File: src/rtl/pw_pkg.sv
// Shared definitions for the password entry/compare path: widths, FSM state
// encoding and the key-action priority decode.
package pw_pkg;

  localparam int DIGIT_W = 4;
  localparam int CODE_W  = 32;

  typedef enum logic [1:0] {
    ST_IDLE   = 2'd0,
    ST_ENTRY  = 2'd1,
    ST_SUBMIT = 2'd2
  } pw_state_e;

  // Key priority, highest first: clear > enter > delete > digit.
  localparam int PRIO_CLEAR = 3;
  localparam int PRIO_ENTER = 2;
  localparam int PRIO_DEL   = 1;
  localparam int PRIO_DIGIT = 0;

  typedef enum logic [2:0] {
    ACT_NONE  = 3'd0,
    ACT_CLEAR = 3'd1,
    ACT_ENTER = 3'd2,
    ACT_DEL   = 3'd3,
    ACT_DIGIT = 3'd4
  } key_act_e;

  // Lower-priority strobes in the same cycle are dropped without error.
  function automatic key_act_e key_decode(input logic clear_s, input logic enter_s,
                                          input logic del_s, input logic digit_s);
    key_act_e act;
    act = ACT_NONE;
    if (clear_s)      act = ACT_CLEAR;
    else if (enter_s) act = ACT_ENTER;
    else if (del_s)   act = ACT_DEL;
    else if (digit_s) act = ACT_DIGIT;
    return act;
  endfunction

endpackage

File: src/rtl/pw_idle_timer.sv
// Inactivity timer: counts while run is high, clears on restart or when not
// running, and pulses expire on the last cycle of the window.
module pw_idle_timer #(
  parameter int unsigned TIMEOUT_CYCLES = 50000000
) (
  input  logic clk,
  input  logic clr,
  input  logic restart,
  input  logic run,
  output logic expire
);

  generate
    if (TIMEOUT_CYCLES == 0) begin : g_off
      logic unused_ok;
      assign unused_ok = &{1'b0, clk, clr, restart, run};
      assign expire    = 1'b0;
    end else begin : g_on
      localparam int TW = $clog2(TIMEOUT_CYCLES + 1);

      logic [TW-1:0] cnt_q;
      logic [TW-1:0] cnt_d;
      logic          at_end;

      assign at_end = (cnt_q == TW'(TIMEOUT_CYCLES - 1));

      always_comb begin
        cnt_d = cnt_q;
        if (restart || !run || at_end) cnt_d = '0;
        else                           cnt_d = cnt_q + TW'(1);
      end

      always_ff @(posedge clk) begin
        if (!clr) cnt_q <= '0;
        else      cnt_q <= cnt_d;
      end

      // A key strobe on the expiry cycle restarts the window instead.
      assign expire = run && !restart && at_end;
    end
  endgenerate

endmodule

File: src/rtl/password_entry.sv
// Keypad entry stage: shifts digits into a candidate code, handles delete/clear/
// enter, presents code+start to the comparator, and discards idle entries.
module password_entry
  import pw_pkg::*;
#(
  parameter int unsigned DIGITS         = 8,
  parameter int unsigned START_HOLD     = 1,
  parameter int unsigned REQUIRE_FULL   = 1,
  parameter int unsigned TIMEOUT_CYCLES = 50000000
) (
  input  logic                        clk,
  input  logic                        clr,
  input  logic                        key_valid,
  input  logic [DIGIT_W-1:0]          key_code,
  input  logic                        key_del,
  input  logic                        key_clear,
  input  logic                        key_enter,
  output logic [DIGIT_W*DIGITS-1:0]   code,
  output logic                        start,
  output logic [3:0]                  digit_cnt,
  output logic                        busy,
  output logic                        entry_err,
  output logic                        timeout,
  output pw_state_e                   state_dbg
);

  localparam int CW = DIGIT_W * DIGITS;
  localparam int HW = $clog2(START_HOLD + 1);

  pw_state_e         state_q;
  logic [CW-1:0]     code_q;
  logic [3:0]        cnt_q;
  logic              start_q;
  logic              busy_q;
  logic              err_q;
  logic              tmo_q;
  logic [HW-1:0]     hold_q;

  key_act_e          act;
  logic              any_key;
  logic              enter_ok;
  logic              expire;

  assign act      = key_decode(key_clear, key_enter, key_del, key_valid);
  assign any_key  = (act != ACT_NONE);
  assign enter_ok = (cnt_q != 4'd0) &&
                    ((REQUIRE_FULL == 0) || (cnt_q == 4'(DIGITS)));

  pw_idle_timer #(
    .TIMEOUT_CYCLES (TIMEOUT_CYCLES)
  ) u_timer (
    .clk     (clk),
    .clr     (clr),
    .restart (any_key && (state_q != ST_SUBMIT)),
    .run     (state_q == ST_ENTRY),
    .expire  (expire)
  );

  always_ff @(posedge clk) begin
    if (!clr) begin
      state_q <= ST_IDLE;
      code_q  <= '0;
      cnt_q   <= '0;
      start_q <= 1'b0;
      busy_q  <= 1'b0;
      err_q   <= 1'b0;
      tmo_q   <= 1'b0;
      hold_q  <= '0;
    end else begin
      err_q <= 1'b0;
      tmo_q <= 1'b0;
      case (state_q)
        ST_SUBMIT: begin
          // Code stays frozen while start is high; wipe on the falling edge.
          if (hold_q == HW'(START_HOLD - 1)) begin
            start_q <= 1'b0;
            busy_q  <= 1'b0;
            code_q  <= '0;
            cnt_q   <= '0;
            hold_q  <= '0;
            state_q <= ST_IDLE;
          end else begin
            hold_q <= hold_q + HW'(1);
          end
        end
        default: begin
          case (act)
            ACT_CLEAR: begin
              code_q  <= '0;
              cnt_q   <= '0;
              state_q <= ST_IDLE;
            end
            ACT_ENTER: begin
              if (enter_ok) begin
                state_q <= ST_SUBMIT;
                start_q <= 1'b1;
                busy_q  <= 1'b1;
                hold_q  <= '0;
              end else begin
                err_q <= 1'b1;
              end
            end
            ACT_DEL: begin
              if (cnt_q != 4'd0) begin
                code_q  <= {{DIGIT_W{1'b0}}, code_q[CW-1:DIGIT_W]};
                cnt_q   <= cnt_q - 4'd1;
                state_q <= (cnt_q == 4'd1) ? ST_IDLE : ST_ENTRY;
              end
            end
            ACT_DIGIT: begin
              if (cnt_q < 4'(DIGITS)) begin
                code_q  <= {code_q[CW-DIGIT_W-1:0], key_code};
                cnt_q   <= cnt_q + 4'd1;
                state_q <= ST_ENTRY;
              end else begin
                err_q <= 1'b1;
              end
            end
            default: begin
              if (expire) begin
                code_q  <= '0;
                cnt_q   <= '0;
                state_q <= ST_IDLE;
                tmo_q   <= 1'b1;
              end
            end
          endcase
        end
      endcase
    end
  end

  assign code      = code_q;
  assign start     = start_q;
  assign digit_cnt = cnt_q;
  assign busy      = busy_q;
  assign entry_err = err_q;
  assign timeout   = tmo_q;
  assign state_dbg = state_q;

endmodule

File: config.mk
export PLATFORM = sky130hd
export DESIGN_NAME = password_entry
export DESIGN_NICKNAME = d
export VERILOG_FILES = /design/src/rtl/pw_pkg.sv /design/src/rtl/pw_idle_timer.sv /design/src/rtl/password_entry.sv
export SDC_FILE = /design/constraint.sdc
export NUM_CORES = 1
export LEC_CHECK = 0
export CAP_MARGIN = 10
export CORE_ASPECT_RATIO = 0.7
export CORE_MARGIN = 3
export CORE_UTILIZATION = 58
export CTS_CLUSTER_SIZE = 24
export DETAILED_ROUTE_END_ITERATION = 10
export PLACE_DENSITY = 0.94
export SETUP_SLACK_MARGIN = 0.15
export SKIP_LAST_GASP = 1
export SLEW_MARGIN = 40
export SYNTH_ARGS = -nofsm -noshare
export SYNTH_HDL_FRONTEND = slang
export SYNTH_SLANG_ARGS = --single-unit
File: constraint.sdc
create_clock -name clk -period 5.7 [get_ports clk]
set_input_delay 1.14 -clock clk [delete_from_list [all_inputs] [get_ports clk]]
set_output_delay 1.14 -clock clk [all_outputs]
set_load 0.01 [all_outputs]
# Yosys cells after proc, flatten, opt, wreduce, memory -nomap -nowiden
# Cells that the tools add are included.
# classes
addsub,4
order_cmp,1
n_eq_ne,15
muxes,36
bitwise,1
n_reduce_logical,21
# ops
cell,n
two-way mux 32 bit,5
case mux 32 bit (4 select lines),1
"adder 26 x 1 -> 26 bit, second input constant",1
"equality test 26 bit, second input constant",1
two-way mux 4 bit,5
case mux 4 bit (4 select lines),1
two-way mux 1 bit,12
two-way mux 2 bit,6
two-way mux 3 bit,4
AND reduction 5 bit,2
"!= test 3 x 2 -> 1 bit, second input constant",3
case mux 2 bit (4 select lines),1
"equality test 3 x 2 -> 1 bit, second input constant",2
nonzero test 6 bit,1
OR reduction 6 bit,1
nonzero test 5 bit,1
"adder 4 x 1 -> 4 bit, second input constant",1
"equality test 4 x 1 -> 1 bit, second input constant",1
"equality test 4 bit, second input constant",1
logical AND 1 bit,4
"less-than comparator 4 bit, second input constant",1
"!= test 2 bit, second input constant",2
nonzero test 2 bit,2
nonzero test 4 bit,1
15 further kinds,18
# word_totals
reg_bits,68
in_bits,10
out_inout_bits,42
elab_cells,86

# Logic depth before layout (Yosys ltp)
# Gate-level depths: netlist of the first run.
# logic_depth
ltp_word,12
ltp_mapped,8
depth_no_buf,7

# Cells and area by module
# A second synthesis of the first run with hierarchy kept.
# hier_totals
hier_cells,360
area_unflattened_um2,3488.3
# by_module_without_submodules
module,n_inst,cells_per_inst,area_each_um2,seq_area_each_um2
password_entry,1,216,2225.9,820.8
pw_idle_timer,1,144,1262.5,520.5

# Worst setup path before layout of the first run
# No wires, ideal clock.
# synth_timing
path_type,input port to flip-flop
from,input port key_enter
to,register code_q[21] (netlist: code[21])
setup_ns,0.072
t_arrival_ns,2.569
required_time_ns,5.628
setup_slack_ns,3.059
path_stages,7
n_path_buf,2
path_cell_list,buf_2 > or4b_1 > nor2_2 > buf_4 > a22o_1 > nand2_1 > mux2i_1
# synth_via
elab_chain_cells,9
elab_cells_between_ends,18
classes_between,eq/ne (7); mux (4); reduce/logical (7)
# synth_lines
element,line_no,rtl
start: declaration,password_entry.sv:17,"input logic key_enter,"
two-way mux 3 bit (*),pw_pkg.sv:34,else if (enter_s) act = ACT_ENTER;
two-way mux 3 bit (*),pw_pkg.sv:33,if (clear_s) act = ACT_CLEAR;
nonzero test 3 bit,password_entry.sv:45,assign any_key = (act != ACT_NONE);
logical AND 1 bit,password_entry.sv:54,".restart (any_key && (state_q != ST_SUBMIT)),"
logical NOT 1 bit,pw_idle_timer.sv:39,assign expire = run && !restart && at_end;
logical AND 1 bit (2 in series),pw_idle_timer.sv:39,
nonzero test 5 bit (no line),-,
AND reduction 5 bit (no line),-,
end signal: assignment,password_entry.sv:105,"code_q <= {{DIGIT_W{1'b0}}, code_q[CW-1:DIGIT_W]};"
end signal: assignment,password_entry.sv:112,"code_q <= {code_q[CW-DIGIT_W-1:0], key_code};"
end: declaration,password_entry.sv:31,logic [CW-1:0] code_q;
# Mark *: on every way between the ends. The rest lies on a longest branch, timed or not.
# A chain may end at the register's enable or synchronous reset.

# Final worst setup path of the first run
# layout_timing
from,input port key_enter
to,register code_q[24] (netlist: code[24])
# The elaborated chain is that of the path after synthesis.

==> results.cfg, run 1 <==
[global_route]
grt_overflow_total = 0
grt_max_degree = 57
antenna_found_initial = 0
track_usage_pct = 25.0
grt_pass1_vias = 2913
grt_pass1_wl_um = 14100

[synthesis]
synth_area_leader_cell = dfxtp_1
yosysWarnings = 0
synthArstFlopShare_pct = 0
synth_edf_count = 0
seq_area_frac_synth_pct = 39.0
avgSynthCellArea_um2 = 8.71
ys.flop_type = dfxtp_1
ys_seq_elements = 67
netlist_instances = 395
netlist_area_um2 = 3440
synth_fp_nets = 410
synthTopCellsByArea = dfxtp_1 39%, mux2i_1 10%, nand2_1 8.9%, a22o_1 7.1%, xor2_1 4.3%
post_synth_num_cell_types = 49
yosys.area.top_type_share_pct = 39.0

[cells_and_area]
diodes = 0
final_cell_mix = 82 x nand2_1, 67 x dfxtp_1, 50 x clkdlybuf4s50_1, 37 x nor2_1, 36 x mux2i_1
nets = 450
drive_above_1_share_pct = 8.86
syn_to_final_growth_pct = 22.1
final_common_cell = nand2_1

[sta]
relSlewSlack_pct = 48.1
rsz0062_at_grt = no
fin_crit_sh_pct = 56.8
finalCriticalPeriod_ns = 3.24
setup_viol = 0
worst_pin_slew_ns = 0.772
slew_viol_final = 0
final.setup_skew_ns = 0.00854
fin_setup_tns_ns = 0
fmax_mhz = 309
hold_violations = 0
hold_ws_ns = 0.460

[placed_design]
port_buffers = 51
gp_congestion = 0.816
dp_hpwl_um = 5610

[route]
ant_nets = 0
drc = 0
wirelength_um = 8510
vias_per_cell = 6.05
vias = 3096
drtPass1Iterations = 8
drt_iter0_drc = 226
drt-wirelength-per-cell_um = 16.6

[cts]
htree_levels = 3
insertion_delay_ns = 0.35
clk_pin_slew_ns = 0.07
cts_buffer_depth = 2
cts_hold_buf = 0
cts-resized-gates = 0
root_buffer = clkbuf_8
cts_tree = built
cts_buffers = 9
cts_setup_buffers = 0
cts.sinks = 67

[pwr]
leakage_nw = 1.53
p_sw_share_pct = 21.6
power.density_nw_per_um2 = 264
power.switching_mw = 0.239
peakVddDrop_v = 0.000164
p_int_mw = 0.869
clkPwrFrac_pct = 48.7
seqPwrFrac_pct = 43.1
p_comb_share_pct = 8.2
p_total_mw = 1.11

[floorplan]
start_util_pct = 62.8
dieHeight_um = 70.4
num_rows = 22
die_x_um = 98.1
coreArea_um2 = 5480
dieArea_um2 = 6910
pin_count = 52

[setup_path]
cp-end-kind = register
cp.required_ns = 5.96
critPathKind = in -> reg
path_cells = clkdlybuf4s50_1, or4b_1, nor2_2, a22o_1, nand2_1, mux2i_1
cpPeakStageDelay_ns = 0.65
cp_top_family = simple AND/OR/NAND/NOR gates
worstPathMaxFanout = 18
crit_buf_inv = 1
cp.arrival_ns = 3.50
startpoint_type = primary input
worst_path_max_delay_cell = or4b_1

[run_status]
outcome = complete, no violations

[run]
cap_violations = 0

[min_path]
worstHoldPathType = reg -> reg
## cells in the mapped netlist (2+ instances only)
master,count
ha_1,5
nand3_1,19
or2_2,3
a22o_1,28
mux2i_1,36
buf_12,3
nor2b_1,3
dfxtp_1,67
a221o_1,2
o21ai_0,4
buf_2,5
and3_1,4
nor3b_1,2
xor2_1,17
inv_1,5
a21oi_1,3
clkbuf_1,13
nor2_2,2
buf_4,2
o221ai_1,2
nand4_1,9
nand2_1,82
xnor2_1,7
a22oi_1,2
nor4_1,5
nor2_1,37
or3b_2,2
nor3_1,3
o211ai_1,3
## flip-flops by register name, summed over array words and instances, names as in the netlist
name,count
u_timer.g_on.cnt_q,26
digit_cnt,4
busy,1
code,32
timeout,1
entry_err,1
state_dbg,2
## path summary, 6_finish.rpt
kind                                                        start                          endpoint  slack (ns)  cells past startpoint
worst max-delay path                                    key_enter             code[24]$_SDFFE_PN0P_        2.46                      6
worst min-delay path             u_timer.g_on.cnt_q[0]$_SDFF_PP0_  u_timer.g_on.cnt_q[0]$_SDFF_PP0_        0.46                      1
worst max register to register  u_timer.g_on.cnt_q[16]$_SDFF_PP0_             code[24]$_SDFFE_PN0P_        3.41                      5
worst min register to register   u_timer.g_on.cnt_q[0]$_SDFF_PP0_  u_timer.g_on.cnt_q[0]$_SDFF_PP0_        0.46                      1
## per-stage QoR
stage / setup WS, ns / utilization (%) / std cells / cell area, um^2
2_1_floorplan: 3.06 / - / 395 / 3440
3_3_place_gp: 2.29 / 71.2 / 496 / 3900
3_5_place_dp: 2.21 / 71.6 / 496 / 3920
4_1_cts: 2.52 / 76.7 / 512 / 4200
5_1_grt: 2.24 / 76.7 / 512 / 4200
6_report: 2.46 / 76.7 / 512 / 4200
## kinds of logic after synthesis
| family | Yosys count | share of synthesized area (%) |
|---|---|---|
| simple gates | 185 | 25.6 |
| buf+inv | 29 | 5.20 |
| flops | 67 | 39.0 |
| compound gates | 48 | 11.5 |
| mux | 37 | 10.8 |
| xor+xnor | 24 | 6.11 |
| fa+ha+maj | 5 | 1.82 |
## power by group through the flow
stage	combinational, mW	sequential (mW)	clock [mW]
2_1_floorplan	0.0752	0.486	0
3_3_place_gp	0.0862	0.488	0
3_5_place_dp	0.0877	0.488	0
4_1_cts	0.0891	0.477	0.540
5_1_grt	0.0960	0.478	0.564
6_report	0.0909	0.478	0.539
## routing by layer
metal	GRT usage [%]	routed length, um	up-vias
met3	8.18	612	19
met5	0	0	-
met4	8.76	155	0
li1	-	-	1461
met1	34.3	4010	1478
met2	36.9	3720	138
## final cells by class
cell class	count	area (um^2)
flip-flops and latches	67	1340
clock buffers	12	155
inverters	5	18.8
fillers	383	1280
well taps	72	90.1
repair buffers	53	523
clock inverters	4	120
multi-input cells	299	1950
(Power assumes the default switching activity.)
==> run 2, diff against run 1 <==
CORE_UTILIZATION = 49   (was 58)
PLACE_DENSITY = 0.85   (was 0.94)
clock period = 2.8 ns   (was 5.7 ns; I/O delays follow)
==> run 2 against run 1 <==
Net effect: clock skew is essentially flat; count of clock-buffer cells in the layout rose by 2; sequential cell count did not move; first-iteration DRC count up 14%; critical path type unchanged; largest power group is now sequential cells.
==> results.cfg, run 2 (synthesized netlist as in run 1, its figures left out) <==
[setup_path]
cp.required_ns = 3.07
path_cells = clkdlybuf4s50_1, nor4_1, and2b_1, nand4_2, nand2_4, buf_12, mux2i_1
cp.arrival_ns = 2.56
crit_buf_inv = 2
startpoint_type = primary input
cp-end-kind = register
cp_top_family = simple AND/OR/NAND/NOR gates
cpPeakStageDelay_ns = 0.58
worst_path_max_delay_cell = clkdlybuf4s50_1
critPathKind = in -> reg
worstPathMaxFanout = 18

[cells_and_area]
largest_reg_flops = 32
fin_area_um2 = 4200
regArea_um2 = 1340
drive_above_1_share_pct = 9.58
diodes = 0
syn_to_final_growth_pct = 22.0
final_cell_mix = 82 x nand2_1, 67 x dfxtp_1, 50 x clkdlybuf4s50_1, 37 x nor2_1, 36 x mux2i_1
multiInputGateArea_um2 = 1930
final_common_cell = nand2_1
nets = 459
nFillCells = 539

[route]
wirelength_um = 8500
drt-wirelength-per-cell_um = 15.7
vias = 3070
vias_per_cell = 5.69
drtPass1Iterations = 5
ant_nets = 0
drt_iter0_drc = 258
drc = 0

[floorplan]
start_util_pct = 52.8
dieHeight_um = 76.1
num_rows = 24
dieArea_um2 = 8080
coreArea_um2 = 6520
pin_count = 52
die_x_um = 106

[cts]
cts.sinks = 67
cts_buffers = 9
htree_levels = 3
insertion_delay_ns = 0.35
clk_pin_slew_ns = 0.06
cts_tree = built
cts_setup_buffers = 0
cts-resized-gates = 0
root_buffer = clkbuf_8
cts_buffer_depth = 2
cts_hold_buf = 0

[run_status]
outcome = complete, no violations

[sta]
fmax_mhz = 436
rsz0062_at_grt = no
final.setup_skew_ns = 0.00861
slew_viol_final = 0
fin_setup_tns_ns = 0
hold_violations = 0
finalCriticalPeriod_ns = 2.29
worst_pin_slew_ns = 0.715
relSlewSlack_pct = 52.0
setup_viol = 0
fin_crit_sh_pct = 81.9

[global_route]
grt_overflow_total = 0
track_usage_pct = 21.4
grt_max_degree = 55
grt_pass1_wl_um = 14000
grt_pass1_vias = 2846
antenna_found_initial = 0

[placed_design]
dpl_cell_area_um2 = 4030
dp_hpwl_um = 6020
gp_congestion = 0.828
port_buffers = 51

[pwr]
peakVddDrop_v = 0.000248
leakage_nw = 1.54
power.density_nw_per_um2 = 453

[min_path]
worstHoldPathType = reg -> reg

[run]
cap_violations = 0
run 2: cell types whose count changed in the layout (fill, tap and decap cells not counted), sizes merged:
cell	previous run	this run
bufinv	4	0
clkinv	0	2
buf	3	12
clkbuf	12	14
run 2: cell type report:
| class | instances | share of cell area, % |
|---|---|---|
| Multi-Input combinational cell | 299 | 45.9 |
| Sequential cell | 67 | 31.9 |
| Timing Repair Buffer | 62 | 14.9 |
| Clock buffer | 14 | 3.87 |
| Tap cell | 91 | 2.71 |
| Inverter | 5 | 0.447 |
| Clock inverter | 2 | 0.238 |
run 2: report_power, final:
part | switching (mW) | total [mW] | internal (mW)
Combinational | 0.109 | 0.203 | 0.0932
Sequential | 0.0131 | 0.973 | 0.959
Clock | 0.357 | 0.725 | 0.368
Total | 0.480 | 1.90 | 1.42
run 2: worst paths after layout:
path / startpoint / end / slack [ns] / cells past startpoint
hold / removal: u_timer.g_on.cnt_q[0]$_SDFF_PP0_ / u_timer.g_on.cnt_q[0]$_SDFF_PP0_ / 0.46 / 1
setup reg to reg: u_timer.g_on.cnt_q[16]$_SDFF_PP0_ / code[24]$_SDFFE_PN0P_ / 0.73 / 6
hold reg to reg: u_timer.g_on.cnt_q[0]$_SDFF_PP0_ / u_timer.g_on.cnt_q[0]$_SDFF_PP0_ / 0.46 / 1
setup / recovery: key_enter / code[24]$_SDFFE_PN0P_ / 0.51 / 7
run 2: worst register-to-register path, stage by stage, from the launching register on:
cell	delay, ns
dfxtp_1	0.36
or4b_4	0.58
nor4_2	0.32
nand4_2	0.20
nand2_4	0.14
buf_12	0.18
mux2i_1	0.22
run 2: per-layer routing:
| metal | GRT usage (%) | up-vias | part of all wire (%) |
|---|---|---|---|
| li1 | - | 1471 | - |
| met1 | 30.3 | 1466 | 48 |
| met2 | 30.5 | 118 | 43 |
| met3 | 5.42 | 15 | 6.8 |
| met4 | 9.57 | 0 | 2.2 |
| met5 | 0 | - | 0 |
run 2: per-stage QoR:
step	util (%)	total power [mW]	worst slack, ns	hold slack [ns]	cells
global route	64.4	1.97	0.404	0.486	540
global placement	61.8	1.19	0.299	0.427	524
finish	64.4	1.90	0.507	0.457	540
CTS	64.4	1.91	0.526	0.459	540
floorplan	-	1.14	0.739	0.418	395
detailed placement	61.8	1.19	0.183	0.448	524
==> run 3, diff against run 2 <==
clock period = 2.1 ns   (was 2.8 ns; I/O delays follow)
==> run 3 against run 2 <==
Net effect: worst hold slack got worse by 0.0085 ns; die area unchanged; non-clock buffer count rose by 18; count of clock-buffer cells in the layout is the same; register-to-register slack got worse by 0.58 ns; clock skew shrank 0.0025 ns; final area rose by 6.1%; critical endpoint is now code[26]$_SDFFE_PN0P_; global-route usage up 0.44 points; via count up 4.0%; worst setup slack got worse by 0.36 ns; critical path type is now reg -> reg; clock power grew 43%.
==> results.cfg, run 3 (synthesized netlist as in run 1, its figures left out) <==
[route]
drt-wirelength-per-cell_um = 16.1
wirelength_um = 9000
ant_nets = 0
vias = 3194
drt_iter0_drc = 200
vias_per_cell = 5.72
drtPass1Iterations = 5
drc = 0

[min_path]
worstHoldPathType = reg -> reg

[cts]
cts_hold_buf = 0
cts.sinks = 67
cts_tree = built
cts_buffer_depth = 2
insertion_delay_ns = 0.33
root_buffer = clkbuf_8
cts_buffers = 9
htree_levels = 3
clk_pin_slew_ns = 0.07

[run]
cap_violations = 0

[cells_and_area]
largest_reg_flops = 32
utilization_pct = 68.4
nets = 477
final_common_cell = nand2_1
nFillCells = 502
final_cell_mix = 82 x nand2_1, 61 x dfxtp_1, 46 x clkdlybuf4s50_1, 36 x nor2_1, 36 x mux2i_1
regArea_um2 = 1350
multiInputGateArea_um2 = 1960
drive_above_1_share_pct = 14.8
syn_to_final_growth_pct = 29.5
diodes = 0

[global_route]
grt_overflow_total = 0
grt_pass1_vias = 2959
antenna_found_initial = 0
track_usage_pct = 21.8
grt_pass1_wl_um = 14600
grt_max_degree = 27

[pwr]
seqPwrFrac_pct = 48.4
power.switching_mw = 0.646
p_int_mw = 2.02
p_sw_share_pct = 24.2
p_comb_share_pct = 12.6
peakVddDrop_v = 0.000300
clkPwrFrac_pct = 39.1
power.density_nw_per_um2 = 599
leakage_nw = 1.68

[floorplan]
pin_count = 52
dieHeight_um = 76.1
num_rows = 24
coreArea_um2 = 6520
die_x_um = 106
dieArea_um2 = 8080
start_util_pct = 52.8

[run_status]
outcome = complete, no violations

[sta]
setup_viol = 0
final.setup_skew_ns = 0.00607
slew_viol_final = 0
fmax_mhz = 512
worst_pin_slew_ns = 0.602
relSlewSlack_pct = 59.6
hold_violations = 0
rsz0062_at_grt = yes
hold_ws_ns = 0.448
finalCriticalPeriod_ns = 1.95
fin_crit_sh_pct = 92.9

[placed_design]
dp_hpwl_um = 6110
port_buffers = 51
gp_congestion = 0.843

[setup_path]
critPathKind = reg -> reg
r2r_setup_slack_ns = 0.15
cp.arrival_ns = 2.20
startpoint_type = register
worstPathMaxFanout = 9
cp.required_ns = 2.35
cp-end-kind = register
## run 3: changes by cell type in the layout (fill, tap and decap cells not counted), moves of 2 or more
cell / before / now
clkdlybuf4s50_1: 50 / 46
dlygate4sd2_1: 0 / 4
buf_4: 8 / 21
dfxtp_1: 67 / 61
buf_12: 3 / 5
dfxtp_2: 0 / 5
## run 3: path summary, 6_finish.rpt
check | start | endpoint | depth (start not counted)
max | digit_cnt[0]$_SDFFE_PN0P_ | code[26]$_SDFFE_PN0P_ | 8
min | u_timer.g_on.cnt_q[0]$_SDFF_PP0_ | u_timer.g_on.cnt_q[0]$_SDFF_PP0_ | 1
min reg2reg | u_timer.g_on.cnt_q[0]$_SDFF_PP0_ | u_timer.g_on.cnt_q[0]$_SDFF_PP0_ | 1
max reg2reg | digit_cnt[0]$_SDFFE_PN0P_ | code[26]$_SDFFE_PN0P_ | 8
## run 3: timing repair
item,4_1_cts,5_1_grt
setup endpoints to repair,63,59
gates resized for setup,10,9
endpoints found under the hold margin,0,0
gates cloned,1,1
pin swaps,5,1
setup buffers,1,2
## run 3: metal layers
layer  track usage, %  up-vias  wire (um)
li1                 -     1520          -
met1             30.2     1519       4200
met2             33.8      135       3910
met3             5.93       20        744
met4             5.56        0        152
met5                0        -          0
## run 3: per-stage QoR
step / cells / setup slack (ns) / power [mW] / setup TNS (ns) / instance area, um^2
after floorplan: 395 / 0.179 / 1.52 / 0 / 3440
after global placement: 537 / -0.208 / 1.61 / -9.58 / 4150
after detailed placement: 537 / -0.276 / 1.61 / -12.39 / 4150
after CTS: 555 / 0.155 / 2.66 / 0 / 4400
after global routing: 558 / 0.0537 / 2.76 / 0 / 4450
final: 558 / 0.149 / 2.67 / 0 / 4450
## run 3: area by class of cell
type / instances / share of cell area (%)
clock buffers: 14 / 3.43
clock inverters: 2 / 0.787
inverters: 5 / 0.421
multi-input cells: 299 / 44.0
flip-flops and latches: 67 / 30.3
well taps: 91 / 2.56
repair buffers: 80 / 18.5
## run 3: critical path, cell delays in order, from the launching register on
cell	delay [ns]
dfxtp_1	0.33
inv_1	0.08
ha_1	0.24
nor3b_1	0.16
a22oi_1	0.34
a21oi_2	0.16
nand2_4	0.18
buf_12	0.16
mux2i_1	0.21
## run 3: power by group through the flow
stage | Sequential [mW] | Clock (mW) | Combinational [mW]
after floorplan | 1.32 | 0 | 0.204
after global placement | 1.32 | 0 | 0.286
after detailed placement | 1.32 | 0 | 0.293
after CTS | 1.29 | 1.05 | 0.314
after global routing | 1.29 | 1.11 | 0.355
final | 1.29 | 1.04 | 0.336
